<file path="config.mk">
export PLATFORM = sky130hd
export DESIGN_NAME = sample_readback
export DESIGN_NICKNAME = d
export VERILOG_FILES = /design/src/rtl/demon_readback_pkg.sv /design/src/rtl/readback_fifo2.sv /design/src/rtl/sample_readback.sv
export SDC_FILE = /design/constraint.sdc
export NUM_CORES = 1
export LEC_CHECK = 0
export CAP_MARGIN = 20
export CORE_ASPECT_RATIO = 0.75
export CORE_MARGIN = 2
export CORE_UTILIZATION = 40
export DETAILED_ROUTE_END_ITERATION = 16
export GPL_TIMING_DRIVEN = 1
export PLACE_DENSITY = 0.74
export SLEW_MARGIN = 20
export SYNTH_ARGS = -nofsm -noshare
export SYNTH_HDL_FRONTEND = slang
export SYNTH_SLANG_ARGS = --single-unit
</file>
<file path="constraint.sdc">
create_clock -name CLK -period 5.93 [get_ports CLK]
set_clock_uncertainty 0.1 [all_clocks]
set_input_delay 0.8895 -clock CLK [delete_from_list [all_inputs] [get_ports CLK]]
set_output_delay 0.8895 -clock CLK [all_outputs]
set_load 0.05 [all_outputs]
</file>
<file path="src/rtl/demon_readback_pkg.sv">
// Shared constants and state encoding for the sample-RAM readback engine.
package demon_readback_pkg;
   localparam int ADDR_W_DEF = 13;
   localparam int CNT_W_DEF  = 14;
   localparam int FIFO_DEPTH = 2;
   localparam int WORD_W     = 9;

   typedef enum logic [1:0] {
      ST_IDLE  = 2'd0,
      ST_RUN   = 2'd1,
      ST_DRAIN = 2'd2
   } state_t;

   // Occupancy of the two-entry buffer from its flags.
   function automatic logic [2:0] occupancy(input logic full, input logic empty);
      return full ? 3'd2 : (empty ? 3'd0 : 3'd1);
   endfunction
endpackage

</file>
<file path="src/rtl/readback_fifo2.sv">
// Two-entry word buffer between the sample RAM and the output stream; flush empties it.
module readback_fifo2
   import demon_readback_pkg::*;
#(
   parameter int W = WORD_W
) (
   input  logic         clk,
   input  logic         rst,
   input  logic         flush,
   input  logic         push,
   input  logic         pop,
   input  logic [W-1:0] din,
   output logic [W-1:0] dout,
   output logic         full,
   output logic         empty
);
   logic [FIFO_DEPTH-1:0][W-1:0] mem;
   logic                         wr_ptr, rd_ptr;
   logic [1:0]                   cnt;
   logic                         do_push, do_pop;

   assign do_push = push & ~full;
   assign do_pop  = pop & ~empty;

   always_ff @(posedge clk or posedge rst) begin
      if (rst) begin
         mem    <= '0;
         wr_ptr <= 1'b0;
         rd_ptr <= 1'b0;
         cnt    <= 2'd0;
      end else if (flush) begin
         wr_ptr <= 1'b0;
         rd_ptr <= 1'b0;
         cnt    <= 2'd0;
      end else begin
         if (do_push) begin
            mem[wr_ptr] <= din;
            wr_ptr      <= ~wr_ptr;
         end
         if (do_pop) rd_ptr <= ~rd_ptr;
         cnt <= cnt + {1'b0, do_push} - {1'b0, do_pop};
      end
   end

   assign dout  = mem[rd_ptr];
   assign full  = (cnt == 2'(FIFO_DEPTH));
   assign empty = (cnt == 2'd0);
endmodule

</file>
<file path="src/rtl/sample_readback.sv">
// Streams COUNT words from the sample RAM starting at START_ADDR through a 2-entry buffer.
// Optional SAMPLE_READBACK_REVERSE_EN adds a REVERSE input selecting descending addresses.
module sample_readback
   import demon_readback_pkg::*;
#(
   parameter int ADDR_W = ADDR_W_DEF,
   parameter int CNT_W  = CNT_W_DEF
) (
   input  logic              CLK,
   input  logic              RESET,
   input  logic              START,
   input  logic [ADDR_W-1:0] START_ADDR,
   input  logic [CNT_W-1:0]  COUNT,
   input  logic              ABORT,
`ifdef SAMPLE_READBACK_REVERSE_EN
   input  logic              REVERSE,
`endif
   output logic              BUSY,
   output logic              DONE,
   output logic [ADDR_W-1:0] RAM_ADDR,
   output logic              RAM_EN,
   output logic              RAM_WE,
   input  logic [7:0]        RAM_DOUT,
   input  logic              RAM_DOUTP,
   output logic [7:0]        OUT_DATA,
   output logic              OUT_DATAP,
   output logic              OUT_VALID,
   input  logic              OUT_READY
);
   state_t              state, state_nxt;
   logic [ADDR_W-1:0]   addr;
   logic [CNT_W-1:0]    remaining;
   logic                inflight, zero_done;
   logic                fifo_full, fifo_empty, pop, issue, launch;
   logic [WORD_W-1:0]   fifo_dout;
   logic [2:0]          pending;
`ifdef SAMPLE_READBACK_REVERSE_EN
   logic                rev;
`endif

   assign launch = (state == ST_IDLE) && START && !ABORT && (COUNT != '0);
   assign pop    = OUT_VALID & OUT_READY;
   // Words buffered plus in flight after this cycle's pop; issue only if room remains.
   assign pending = occupancy(fifo_full, fifo_empty) + {2'b0, inflight} - {2'b0, pop};
   assign issue   = (state == ST_RUN) && !ABORT && (pending < 3'd2);

   always_ff @(posedge CLK or posedge RESET) begin
      if (RESET) state <= ST_IDLE;
      else       state <= state_nxt;
   end

   always_comb begin
      state_nxt = state;
      if (ABORT) state_nxt = ST_IDLE;
      else begin
         case (state)
            ST_IDLE:  if (launch) state_nxt = ST_RUN;
            ST_RUN:   if (issue && remaining == CNT_W'(1)) state_nxt = ST_DRAIN;
            ST_DRAIN: if (fifo_empty && !inflight) state_nxt = ST_IDLE;
            default:  state_nxt = ST_IDLE;
         endcase
      end
   end

   always_comb begin
      BUSY   = (state != ST_IDLE);
      RAM_EN = issue;
      DONE   = !ABORT && (zero_done || (state == ST_DRAIN && fifo_empty && !inflight));
   end

   always_ff @(posedge CLK or posedge RESET) begin
      if (RESET) begin
         addr      <= '0;
         remaining <= '0;
         inflight  <= 1'b0;
         zero_done <= 1'b0;
`ifdef SAMPLE_READBACK_REVERSE_EN
         rev       <= 1'b0;
`endif
      end else begin
         inflight  <= issue;
         zero_done <= (state == ST_IDLE) && START && !ABORT && (COUNT == '0);
         if (launch) begin
            addr      <= START_ADDR;
            remaining <= COUNT;
`ifdef SAMPLE_READBACK_REVERSE_EN
            rev       <= REVERSE;
`endif
         end else if (issue) begin
`ifdef SAMPLE_READBACK_REVERSE_EN
            addr      <= rev ? addr - ADDR_W'(1) : addr + ADDR_W'(1);
`else
            addr      <= addr + ADDR_W'(1);
`endif
            remaining <= remaining - CNT_W'(1);
         end
      end
   end

   // Abort flushes the buffer and drops the word returning from a read already issued.
   readback_fifo2 #(.W(WORD_W)) u_fifo (
      .clk   (CLK),
      .rst   (RESET),
      .flush (ABORT),
      .push  (inflight & ~ABORT),
      .pop   (pop),
      .din   ({RAM_DOUTP, RAM_DOUT}),
      .dout  (fifo_dout),
      .full  (fifo_full),
      .empty (fifo_empty)
   );

   assign RAM_ADDR               = addr;
   assign RAM_WE                 = 1'b0;
   assign OUT_VALID              = ~fifo_empty;
   assign {OUT_DATAP, OUT_DATA}  = fifo_empty ? '0 : fifo_dout;
endmodule

</file>
==> results of run 1 <==
power groups by stage:
stage	registers [uW]	logic [uW]	clock network [uW]
2_1_floorplan	669	445	0
3_3_place_gp	606	738	0
3_5_place_dp	608	751	0
4_1_cts	603	754	260
5_1_grt	625	808	278
6_report	604	746	257
through the flow:
step / power [uW] / area (um^2) / hold WS (ps) / worst slack, ps / cells
2_1_floorplan: 1110 / 2900 / 357 / 2360 / 278
3_3_place_gp: 1340 / 3660 / 367 / 1030 / 436
3_5_place_dp: 1360 / 3660 / 374 / 923 / 436
4_1_cts: 1620 / 3780 / 399 / 755 / 444
5_1_grt: 1710 / 3780 / 413 / 411 / 444
6_report: 1610 / 3780 / 395 / 784 / 444
layout make-up:
class / instances / area [um^2]
Inverter: 12 / 45.0
Clock inverter: 3 / 50.0
Timing Repair Buffer: 70 / 691
Clock buffer: 5 / 68.8
Sequential cell: 53 / 1330
Tap cell: 98 / 123
Fill cell: 632 / 3120
Multi-Input combinational cell: 203 / 1480
worst paths after layout:
check	from	slack (ps)	endpoint
setup / recovery	u_fifo.cnt[1]	780	RAM_EN
hold / removal	u_fifo.mem[6]	400	u_fifo.mem[6]
setup reg to reg	u_fifo.cnt[1]	2090	RAM_ADDR[8]
hold reg to reg	u_fifo.mem[6]	400	u_fifo.mem[6]
max in group asynchronous	RESET	4310	u_fifo.wr_ptr
min in group asynchronous	RESET	960	u_fifo.mem[2]
worst reg2reg max path, cell delays in order, from the launching register on:
cell and delay (ps):
sky130_fd_sc_hd__dfrtp_1 450, sky130_fd_sc_hd__nor2_1 680, sky130_fd_sc_hd__nor2b_1 190, sky130_fd_sc_hd__ha_1 270, sky130_fd_sc_hd__xnor2_1 130, sky130_fd_sc_hd__ha_1 320, sky130_fd_sc_hd__nor4b_2 480, sky130_fd_sc_hd__nand2_1 100
sky130_fd_sc_hd__buf_4 210, sky130_fd_sc_hd__inv_2 170, sky130_fd_sc_hd__mux2_1 350, sky130_fd_sc_hd__a221o_1 290
Yosys cell counts, types with 6 or more instances:
cell type / n
sky130_fd_sc_hd__mux2_1: 21
sky130_fd_sc_hd__or3_1: 6
sky130_fd_sc_hd__mux2i_1: 10
sky130_fd_sc_hd__a31oi_1: 6
sky130_fd_sc_hd__nand2_1: 18
sky130_fd_sc_hd__dfrtp_1: 53
sky130_fd_sc_hd__nor2_1: 24
sky130_fd_sc_hd__ha_1: 7
sky130_fd_sc_hd__nor3_1: 8
sky130_fd_sc_hd__o21ai_1: 10
sky130_fd_sc_hd__inv_1: 11
sky130_fd_sc_hd__xor2_1: 7
sky130_fd_sc_hd__nand3_1: 7
sky130_fd_sc_hd__a221o_1: 6
metal layers:
metal	part of all wire [%]	GRT usage, %
met5	0	0
met4	0.82	4.00
met3	6.2	5.50
met2	45	26.4
met1	48	26.7
state kept, by name, summed over array words and instances, names as in the netlist:
register and flops:
u_fifo.mem 18, u_fifo.cnt 2, remaining 14, inflight 1, state 2, RAM_ADDR 13
u_fifo.rd_ptr 1, zero_done 1, u_fifo.wr_ptr 1
cell families after synthesis:
group / synth area share (%)
adders and majority gates: 3.02
DFF: 45.8
other: 0.130
AOI/OAI and AO/OA: 12.4
and+or+nand+nor: 20.2
muxes: 11.6
buffers and inverters: 3.24
xor gates and xnor gates: 3.63
==> out/qor.tcl, run 1 <==
set qor(first_global_vias) 2322
set qor(design.portCount) 68
set qor(cp_top_family) {simple AND/OR/NAND/NOR gates}
set qor(finalSetupViolCount) 0
set qor(period_minus_slack_ps) 5150
set qor(status) {finished clean}
set qor(n_antenna_cell) 0
set qor(grt_setup_unrepaired) {false}
set qor(power-per-cell-area_mw_per_mm2) 425
set qor(synth_seq_area_share_pct) 45.8
set qor(max_slew_vio_count) 0
set qor(sequential_group_share_of_total_power_pct) 37.6
set qor(clk_root_buffer_cell) {sky130_fd_sc_hd__clkbuf_8}
set qor(grt_start_max_net_pins) 54
set qor(power.switching_uw) 693
set qor(die_width_um) 102
set qor(power.internal_uw) 915
set qor(crit_path_buf_inv_count) 3
set qor(mappedNetlistArea_mm2) 0.00290
set qor(timing.critical_path.depth) 10
set qor(cts.hold.buffers_added) 0
set qor(timing.critical_path.cells) {nor2_1, nor2b_1, ha_1, xnor2_1, ha_1, nor4b_2, nand2_1, buf_4, inv_2, clkdlybuf4s50_1}
set qor(maxSlewHeadroom_pct) 43.1
set qor(worst_ep_arrival_time_ps) 4160
set qor(fp.dieArea_mm2) 0.00794
set qor(std_cell_rows) 26
set qor(via_count) 2373
set qor(postRouteAntennaNets) 0
set qor(dp.final_hpwl_mm) 5.02
set qor(clock_insertion_delay_worst_skew_ps) 310
set qor(worst_hold_path_type) {reg2reg}
set qor(hold_violations) 0
set qor(area.growth.synth_to_final_pct) 30.5
set qor(cp_slowest_cell) {sky130_fd_sc_hd__clkdlybuf4s50_1}
set qor(leakagePower_uw) 0.00154
set qor(die_outline_height_um) 77.7
set qor(power.switching_fraction_pct) 43.1
set qor(post_synth_inst_count) 278
set qor(asyncSetResetFlopFracSynth_pct) 100
set qor(timing.setup.tns_ps) 0
set qor(post_cts.resized_instances) 0
set qor(drtPass1Iterations) 4
set qor(startpoint_type_of_the_worst_setup_path) {flip-flop}
set qor(drt_first_iter_violations) 105
set qor(placeableCoreArea_mm2) 0.00690
set qor(wire_length_of_the_first_global_routing_pass_mm) 11.3
set qor(drc) 0
set qor(crit_type) {reg2out}
set qor(final_layout_size_suffix_gt1_share_pct) 6.07
set qor(layout_commonest_cell) {sky130_fd_sc_hd__clkdlybuf4s50_1}
set qor(pwr-share-comb_pct) 46.4
set qor(design.final.nets) 393
set qor(layout.core_utilization_pct) 54.8
set qor(reg2regPathDepth) 11
set qor(cp_data_required_time_ps) 4940
set qor(clock_tree.htree_level_count) 2
set qor(worstMarginPinSlew_ps) 850
set qor(clkSinkCount) 53
set qor(cts_inserted_buffers) 5
set qor(initial_utilization_pct) 42.0
set qor(overflow) 0
set qor(synth_largest_area_cell) {sky130_fd_sc_hd__dfrtp_1}
set qor(syn_area_per_cell_um2) 10.4
set qor(largest_cells_by_area_after_synthesis) {sky130_fd_sc_hd__dfrtp_1 (46%), sky130_fd_sc_hd__mux2_1 (8.2%), sky130_fd_sc_hd__mux2i_1 (3.5%)}
set qor(whs_path_depth) 1
set qor(worst_setup_hold_path_clk_slew_ps) 100
set qor(timing.max_cap.violations) 0
set qor(mostFrequentLayoutCells) {sky130_fd_sc_hd__clkdlybuf4s50_1 (66), sky130_fd_sc_hd__dfrtp_1 (53), sky130_fd_sc_hd__nor2_1 (24)}
set qor(worst_ir_drop_vdd_uv) 194
set qor(synth-seq-cells) 53
set qor(power.clock.fraction_pct) 16.0
set qor(gr-usage-all-layers_pct) 18.2
set qor(crit_fanout) 16
set qor(yosys.area.top_type_share_pct) 45.8
set qor(clock_path_buffers) 2
set qor(synth.distinct_cells) 58
set qor(gp_routability_congestion) 0.824
set qor(worst_path_largest_cell_delay_ps) 830
set qor(post-cts-setup-buffers) 0
set qor(crit_path_end_kind) {primary output}
set qor(number_of_antenna_violations_at_the_first_check_in_global_routing) 0
set qor(buffer_ports.inserted) 66
set qor(finalCritPeriodShare_pct) 86.8
set qor(synthFlopType) {sky130_fd_sc_hd__dfrtp_1}
set qor(detail_route.wl_per_cell_um) 15.2
set qor(max_freq_mhz) 194
set qor(tritoncts) {done}
set qor(critical_path.most_common_cell) {sky130_fd_sc_hd__ha_1}
set qor(drt-total-wl_mm) 6.75
set qor(number_of_flops_mapped_to_enable_cells_by_yosys) 0
set qor(postSynthNetCount) 326
set qor(avgViaCountPerCell) 5.34
set qor(yosysWarningCount) 0
No activity file was read; power rests on OpenSTA's default activity.
==> inputs of run 2 (changes only) <==
--- a/config.mk
+++ b/config.mk
@@ -5,7 +5,7 @@
 export SDC_FILE = /design/constraint.sdc
 export NUM_CORES = 1
 export LEC_CHECK = 0
-export CAP_MARGIN = 20
+export CAP_MARGIN = 0
 export CORE_ASPECT_RATIO = 0.75
 export CORE_MARGIN = 2
 export CORE_UTILIZATION = 40
==> results of run 2 <==
No change in the layout: final DEF, timing and power equal those of run 1.
